==> src/rtl/memShare_config_pkg.sv <==
// Shared configuration for the SCU.memShare() skid selector family.
package memShare_config_pkg;

  localparam int MAX_ALLOC_SEQ_NUM  = 2;
  localparam int SKID_DEPTH_DEFAULT = 2;
  localparam int SKID_LVL_W         = $clog2(SKID_DEPTH_DEFAULT + 1);

  typedef logic [SKID_LVL_W-1:0] skid_lvl_t;

  localparam skid_lvl_t SKID_LVL_NONE = skid_lvl_t'(0);
  localparam skid_lvl_t SKID_LVL_MAX  = skid_lvl_t'(SKID_DEPTH_DEFAULT);

endpackage

==> src/rtl/memshare_skid_lane.sv <==
// One lane of the multi-depth skid selector: level, back-to-back run and sticky overflow.
// Build option MEMSHARE_SKID_REG_OUT_EN: drive the select from the level register instead of lvlNext.
module memshare_skid_lane
  import memShare_config_pkg::*;
#(
  parameter  int SKID_DEPTH = SKID_DEPTH_DEFAULT,
  parameter  int B2B_WIN    = MAX_ALLOC_SEQ_NUM + 1,
  localparam int LVL_W      = $clog2(SKID_DEPTH + 1)
) (
  input  logic             sys_clk,
  input  logic             rstn,
  input  logic             busy,
  input  logic             pipeCycleBegin,
  input  logic             isGtr,
  output logic [LVL_W-1:0] skidLvl,
  output logic             skidOvf
);

  localparam int RUN_W = $clog2(B2B_WIN + 1);
  localparam logic [LVL_W-1:0] LVL_MAX = LVL_W'(SKID_DEPTH);
  localparam logic [RUN_W-1:0] RUN_MAX = RUN_W'(B2B_WIN);

  logic [LVL_W-1:0] lvlReg, lvlNext;
  logic [RUN_W-1:0] runReg, runNext;
  logic             ovfReg, ovfNext;
  logic             b2b, atMax;

  always_comb begin
    b2b   = (runReg == RUN_MAX);
    atMax = (lvlReg == LVL_MAX);

    // Priority chain: idle, first hit, back-to-back drain, pipeline start, climb, hold.
    lvlNext = lvlReg;
    if (!busy)
      lvlNext = '0;
    else if (isGtr && lvlReg == '0)
      lvlNext = LVL_W'(1);
    else if (b2b)
      lvlNext = '0;
    else if (isGtr && pipeCycleBegin)
      lvlNext = '0;
    else if (isGtr && lvlReg < LVL_MAX)
      lvlNext = lvlReg + LVL_W'(1);

    runNext = '0;
    if (busy && isGtr)
      runNext = b2b ? runReg : runReg + RUN_W'(1);

    ovfNext = 1'b0;
    if (busy)
      ovfNext = ovfReg | (isGtr & atMax & ~b2b & ~pipeCycleBegin);
  end

  always_ff @(posedge sys_clk or negedge rstn) begin
    if (!rstn) begin
      lvlReg <= '0;
      runReg <= '0;
      ovfReg <= 1'b0;
    end else begin
      lvlReg <= lvlNext;
      runReg <= runNext;
      ovfReg <= ovfNext;
    end
  end

`ifdef MEMSHARE_SKID_REG_OUT_EN
  assign skidLvl = lvlReg;
`else
  // Gate with rstn so an asserted reset forces the select low before the next edge.
  assign skidLvl = rstn ? lvlNext : '0;
`endif

  assign skidOvf = ovfReg;

endmodule

==> src/rtl/memshare_skid_ctrl_mc.sv <==
// Multi-channel skid-buffer mux select for the SCU.memShare() lanes.
// Build option MEMSHARE_SKID_REG_OUT_EN: registered select with one cycle of latency.
module memshare_skid_ctrl_mc
  import memShare_config_pkg::*;
#(
  parameter  int CH_NUM     = 4,
  parameter  int SKID_DEPTH = SKID_DEPTH_DEFAULT,
  parameter  int B2B_WIN    = MAX_ALLOC_SEQ_NUM + 1,
  localparam int LVL_W      = $clog2(SKID_DEPTH + 1)
) (
  input  logic                    sys_clk,
  input  logic                    rstn,
  input  logic                    scu_memShare_busy_i,
  input  logic                    pipeCycle_begin_i,
  input  logic [CH_NUM-1:0]       isGtr_i,
  output logic [CH_NUM*LVL_W-1:0] skid_lvl_o,
  output logic                    skid_any_o,
  output logic [CH_NUM-1:0]       skid_ovf_o
);

  logic [CH_NUM-1:0] laneActive;

  genvar gi;
  generate
    for (gi = 0; gi < CH_NUM; gi++) begin : g_lane
      logic [LVL_W-1:0] laneLvl;

      memshare_skid_lane #(
        .SKID_DEPTH(SKID_DEPTH),
        .B2B_WIN   (B2B_WIN)
      ) u_lane (
        .sys_clk       (sys_clk),
        .rstn          (rstn),
        .busy          (scu_memShare_busy_i),
        .pipeCycleBegin(pipeCycle_begin_i),
        .isGtr         (isGtr_i[gi]),
        .skidLvl       (laneLvl),
        .skidOvf       (skid_ovf_o[gi])
      );

      assign skid_lvl_o[gi*LVL_W +: LVL_W] = laneLvl;
      assign laneActive[gi]                = |laneLvl;
    end
  endgenerate

  assign skid_any_o = |laneActive;

endmodule

==> config.mk <==
export PLATFORM = sky130hd
export DESIGN_NAME = memshare_skid_ctrl_mc
export DESIGN_NICKNAME = d
export VERILOG_FILES = /design/src/rtl/memShare_config_pkg.sv /design/src/rtl/memshare_skid_lane.sv /design/src/rtl/memshare_skid_ctrl_mc.sv
export SDC_FILE = /design/constraint.sdc
export NUM_CORES = 1
export LEC_CHECK = 0
export ABC_AREA = 1
export CORE_MARGIN = 2
export CORE_UTILIZATION = 30
export DETAILED_ROUTE_END_ITERATION = 7
export GPL_TIMING_DRIVEN = 0
export MAX_ROUTING_LAYER = met4
export PLACE_DENSITY_LB_ADDON = 0.05
export SLEW_MARGIN = 20
export SYNTH_ARGS = -nofsm -noshare
export SYNTH_HDL_FRONTEND = slang
export SYNTH_SLANG_ARGS = --single-unit
export TNS_END_PERCENT = 30
==> constraint.sdc <==
create_clock -name sys_clk -period 1.43 [get_ports sys_clk]
set_input_delay 0.143 -clock sys_clk [delete_from_list [all_inputs] [get_ports sys_clk]]
set_output_delay 0.143 -clock sys_clk [all_outputs]
set_load 0.1 [all_outputs]
Word-level counts from Yosys, hierarchy flattened
Cells that the tools add are included.
{"block": "op_classes", "bitwise": 21, "eq_ne": 12, "n_lt_le_gt_ge": 4, "n_reduce_logical": 21, "div_mod_pow": 0, "addsub": 8, "n_mul": 0, "muxes": 36, "shift": 0}
{"op": "2-bit 2-to-1 mux", "n": 32}
{"op": "2-bit by 1-bit adder with 2-bit output, second input constant", "n": 8}
{"op": "2-bit == test, second input constant", "n": 8}
{"op": "1-bit logical AND", "n": 16}
{"op": "1-bit AND", "n": 12}
{"op": "2-bit zero test", "n": 4}
{"op": "2-bit less-than comparator, second input constant", "n": 4}
{"op": "2-bit inequality test, second input constant", "n": 4}
{"op": "8-bit OR reduction", "n": 1}
{"op": "1-bit NOT", "n": 5}
{"op": "1-bit 2-to-1 mux", "n": 4}
{"op": "1-bit bitwise OR", "n": 4}
{"block": "totals", "input_bits": 8, "reg_bits": 20, "ramBits": 0, "memories": 0, "mem_bits_ro": 0, "out_inout_bits": 13, "latchBits": 0, "word_cells": 114}

Depth between registers and ports, before layout
Gate-level depths: netlist of the first run.
{"block": "depth", "word_depth": 9, "depth_mapped": 11, "mapped_depth_nobuf": 11}

Hierarchy
A second synthesis of the first run with hierarchy kept.
{"block": "hier_totals", "hier_cells": 171, "hier_area_um2": 1242.4}
{"module": "memshare_skid_lane", "cells_each": 39, "n_inst": 4, "area_each_um2": 296.5, "seq_area_each_um2": 125.1}
{"module": "memshare_skid_ctrl_mc", "cells_each": 15, "n_inst": 1, "area_each_um2": 56.3, "seq_area_each_um2": 0.0}

Least setup slack after synthesis of the first run
Ideal clock, no wire load.
{"block": "synth_path", "kind": "register -> output", "from": "register g_lane[2].u_lane.runReg[0]", "to": "output skid_any_o", "t_arrival_ns": 2.566, "stages_incl_launch_ff": 11, "required_ns": 1.287, "slack_ns": -1.279, "cell_sequence": "dfrtp_1 ha_1 inv_1 nand2_2 inv_2 nand2_1 nand2_1 nand2_1 nor2_2 nor2_1 nand2_1"}
{"block": "synth_between", "elab_chain_cells": 6}
{"item": "start, declared", "line": "memshare_skid_lane.sv:24", "rtl": "logic [RUN_W-1:0] runReg, runNext;"}
{"item": "start signal, assigned", "line": "memshare_skid_lane.sv:61", "rtl": "runReg <= runNext;"}
{"item": "2-bit == test", "line": "memshare_skid_lane.sv:29", "rtl": "b2b = (runReg == RUN_MAX);"}
{"item": "2-bit 2-to-1 mux", "line": "memshare_skid_lane.sv:38", "rtl": "else if (b2b)"}
{"item": "2-bit 2-to-1 mux", "line": "memshare_skid_lane.sv:36", "rtl": "else if (isGtr && lvlReg == '0)"}
{"item": "2-bit 2-to-1 mux", "line": "memshare_skid_lane.sv:34", "rtl": "if (!busy)"}
{"item": "2-bit 2-to-1 mux", "line": "memshare_skid_lane.sv:70", "rtl": "assign skidLvl = rstn ? lvlNext : '0;"}
{"item": "named net skid_lvl_o[4]", "line": "memshare_skid_ctrl_mc.sv:16", "rtl": "output logic [CH_NUM*LVL_W-1:0] skid_lvl_o,"}
{"item": "8-bit OR reduction", "line": "memshare_skid_ctrl_mc.sv:46", "rtl": "assign skid_any_o = |laneActive;"}
{"item": "end, declared", "line": "memshare_skid_ctrl_mc.sv:17", "rtl": "output logic skid_any_o,"}
The timed path passes the listed nets, and every way through them passes these cells.

Final worst setup path of the first run
{"block": "layout_path", "from": "register g_lane[0].u_lane.lvlReg[0]", "to": "output skid_any_o"}
{"block": "layout_between", "elab_chain_cells": 9, "word_cells_on_any_way": 12}
{"item": "start, declared", "line": "memshare_skid_lane.sv:23", "rtl": "logic [LVL_W-1:0] lvlReg, lvlNext;"}
{"item": "start signal, assigned", "line": "memshare_skid_lane.sv:60", "rtl": "lvlReg <= lvlNext;"}
{"item": "2-bit less-than comparator", "line": "memshare_skid_lane.sv:42", "rtl": "else if (isGtr && lvlReg < LVL_MAX)"}
{"item": "1-bit logical AND", "line": "memshare_skid_lane.sv:42"}
{"item": "2-bit 2-to-1 mux", "line": "memshare_skid_lane.sv:42"}
{"item": "2-bit 2-to-1 mux", "line": "memshare_skid_lane.sv:40", "rtl": "else if (isGtr && pipeCycleBegin)"}
{"item": "2-bit 2-to-1 mux", "line": "memshare_skid_lane.sv:38"}
{"item": "2-bit 2-to-1 mux (*)", "line": "memshare_skid_lane.sv:36"}
{"item": "2-bit 2-to-1 mux (*)", "line": "memshare_skid_lane.sv:34"}
{"item": "2-bit 2-to-1 mux (*)", "line": "memshare_skid_lane.sv:70"}
{"item": "8-bit OR reduction (*)", "line": "memshare_skid_ctrl_mc.sv:46"}
Mark *: on every way between the ends. The rest lies on a longest branch, timed or not.

==> flow_results.org, run 1 <==
** Detailed routing
- Drt wl/cell :: 12.59 um
- Using the TritonRoute via totals, the vias-per-cell ratio works out to 4.524.
- The count of nets left with antenna violations once routing finished came out at 0.
- The first detailed-routing pass took 4 iterations.
- Final routed DRC violation total :: 0
- Total number of vias :: roughly 1.3k
- For this block, the routed nets add up to roughly 3.6 mm of wire.
- The first routing iteration left 46 violations.

** Place
- Placed cell area :: 1613 um^2
- Worst setup slack before clock tree synthesis :: -1.338 ns
- Post-detailed-placement half-perimeter wirelength :: roughly 2.3 mm
- Number of buffer cells added on primary ports :: 20
- Routability congestion estimate :: 0.7935

** STA
- The final-report hold violation count came to 0.
- Static timing analysis puts the maximum clock frequency at 548.4 MHz.
- Worst max-slew margin expressed relative to the limit :: 0.6749
- Portion of the clock cycle consumed by the worst path in the final layout :: 1.275
- The count of final max-slew check failures is 0.
- Setup ws final :: -0.3933 ns
- For the pin with the worst max-slew slack, the measured transition is 0.4877 ns.
- Counting I/O delays and the setup requirement, the final critical path takes 1.823 ns.
- Setup repair after global routing could not meet its margin everywhere.
- Setup violations remaining at the end of the flow were counted as 10.
- Across the routed clock network, the largest skew measured is 0.003560 ns.
- Setup total negative slack on the finished layout was measured at -2.835 ns.

** Outcome
- The run finished, with violations left.
- The final reports fail on negative setup slack.

** Die
- The floorplan has 24 rows.
- For this design the top-level I/O count stands at 21.
- The die is 70.33 um wide.
- Die area :: 4946 um^2
- Core outline area :: 4294 um^2
- The initial utilization of the core area, before any placement, comes to 0.3074.
- Height of the chip :: 70.33 um

** Synth
- Mean Syn Cell Area :: about 7.5 um^2
- Post-synthesis register bit count :: 20
- In the synthesized netlist, the number of instances is 176.
- For this run, the register share of the synthesized area comes to 0.3791.
- During synthesis, Yosys emitted a total of 0 warnings.
- The mapped netlist covers 1320 um^2.
- Count of distinct cell types in the synthesized netlist :: 17
- When the netlist entered floorplanning its net count stood at ~200.

** Global routing
- Total track usage :: 0.1605
- Pin count of the biggest net entering global routing :: 21
- Wire length of the first global-routing pass :: 6.237 mm
- The initial antenna violation count is 0.
- After global routing the overflow that remains totals 0.
- The via count of the first global-routing pass came to 1418.

** Critical path
- The worst register-to-register path begins at g_lane[0].u_lane.lvlReg[0].
- In this run the register-to-register setup slack is -0.28 ns.
- Critical Path Sink Type :: primary output
- Largest driver fanout on the critical path :: 3
- Required time of the critical path :: 1.29 ns
- R2R cell count :: 11
- Critical Setup Path Class :: flop to primary output
- In this run the critical register-to-register path is captured at g_lane[0].u_lane.lvlReg[1].
- Critical Path AT :: ~1.7 ns
- Sort of element at the start of the critical path :: flop

** Final layout
- Final Instance Area :: 2171 um^2
- Most common cell after layout, fill and taps aside :: buf_4
- Fraction of final layout cells sized beyond drive strength 1 :: 0.5636
- In the layout the commonest cells are buf_4, nand2_1, nand2_2, inv_2, dfrtp_1.
- Relative to the synthesized area, the layout overhead comes to 64.45%.
- For this run, the post-layout net count is about 260.
- 0 antenna diodes ended up in the layout.

** Clock tree
- CTS tree :: built
- After clock tree synthesis, the clock-pin slew on the worst setup and hold paths is 0.08 ns.
- Clock insertion delay at the later pin of the skew report :: 0.26 ns
- Root Buffer Master :: clkbuf_8
- Counting every sink on the clock net gives 20.
- Counting the buffers created by CTS gives 3.
- The longest clock path from root to sink contains 2 buffers.
- CTS built an H-tree with a depth of 1.

** Power
- Summed over all cells, the static leakage comes to roughly 0.0012 uW.
- Highest ir drop seen on vdd :: 0.4356 mV
- Dividing total power by cell area gives a power density of between 700 and 800 nW/um^2.

** Flow run
- Maxcap violations :: 0

** Worst hold path
- The path class of the tightest hold or removal check is input port to async pin.
==> cell usage after synthesis <==
library cell	count	area (um^2)
ha_1	12	150.1
nand4_1	1	6.260
buf_4	4	30.03
nand3_2	2	20.02
nand2_2	10	62.56
nor3b_1	1	7.510
nor2_1	15	56.30
a41oi_1	3	26.28
buf_6	1	11.26
nand3_1	9	45.04
nor2_2	3	18.77
inv_1	26	97.59
nand2_1	54	202.7
inv_2	4	15.01
dfrtp_1	20	500.5
xor2_1	4	35.03
a21oi_1	7	35.03
==> sequential cells by signal (all words and copies together) (netlist names) <==
signal	cells
g_lane.u_lane.lvlReg	8
g_lane.u_lane.runReg	8
g_lane.u_lane.skidOvf	4
==> final cells by class <==
cell class / count / area [um^2]
sequential: 20 / 500.5
fill: 428 / 2123
timing repair buffer: 56 / 538.0
clock buffer: 4 / 55.05
tap: 52 / 65.06
buffer: 5 / 41.29
multi-input combinational: 121 / 858.3
inverter: 30 / 112.6
==> power breakdown <==
group | switching [uW] | internal (uW) | total (uW)
Combinational | 399 | 280 | 679
Sequential | 19.2 | 594 | 613
Clock | 195 | 245 | 440
Total | 612 | 1120 | 1730
==> metal layers <==
layer | up-vias | global-route usage | part of all wire
met5 | - | - | 0
met2 | 17 | 0.2904 | 0.53
li1 | 656 | - | -
met4 | 0 | 0.04915 | 0.0094
met3 | 4 | 0.02597 | 0.030
met1 | 626 | 0.1798 | 0.43
==> through the flow <==
stage	total power, uW	util	std cells	hold WS (ns)
after detailed placement	1079	0.3756	248	0.1860
after floorplan	955.9	-	176	-0.1526
after global placement	1070	0.3767	248	0.4873
final	1731	0.5055	288	0.1680
after global routing	1829	0.5055	288	0.2189
after CTS	1675	0.4697	276	0.3892
==> logic make-up after synthesis <==
logic type / after synthesis / synth area share
xor gates and xnor gates: 4 / 0.02654
and+or+nand+nor: 95 / 0.3175
DFF: 20 / 0.3791
buffers and inverters: 35 / 0.1166
adders and majority gates: 12 / 0.1137
AOI/OAI and AO/OA: 10 / 0.04645
==> how the worst max path moves through the flow <==
stage | startpoint | end | slack, ns | depth (start not counted)
after floorplan | g_lane[0].u_lane.runReg[0] | skid_any_o | -0.48 | 10
after global placement | rstn | skid_any_o | -1.95 | 8
after detailed placement | scu_memShare_busy_i | skid_any_o | -1.34 | 11
after CTS | g_lane[0].u_lane.lvlReg[1] | skid_lvl_o[0] | -0.39 | 8
after global routing | g_lane[0].u_lane.lvlReg[1] | skid_any_o | -0.50 | 12
final | g_lane[0].u_lane.lvlReg[0] | skid_any_o | -0.39 | 11
==> critical path: stages, from the launching register on <==
cell,delay (ns)
dfrtp_1,0.41
inv_2,0.10
ha_4,0.21
nand2_2,0.06
nand2_2,0.06
nand3_2,0.07
nand2_2,0.05
inv_2,0.05
nand2_2,0.07
nor2_4,0.12
nand2_4,0.05
buf_12,0.16
==> what timing repair did <==
action                     CTS  global route
setup buffers               23            14
hold buffers                 1             0
setup endpoints to repair   13            10
pin swaps                   23            17
hold endpoints to repair    20             0
resized for setup          126            22
(Power assumes the default switching activity.)
==> inputs of run 2 (changes only) <==
--- a/config.mk
+++ b/config.mk
@@ -6,6 +6,7 @@
 export NUM_CORES = 1
 export LEC_CHECK = 0
 export ABC_AREA = 1
+export CAP_MARGIN = 10
 export CORE_MARGIN = 2
 export CORE_UTILIZATION = 30
 export DETAILED_ROUTE_END_ITERATION = 7
==> results of run 2 <==
No change in the layout: final DEF, timing and power equal those of run 1.
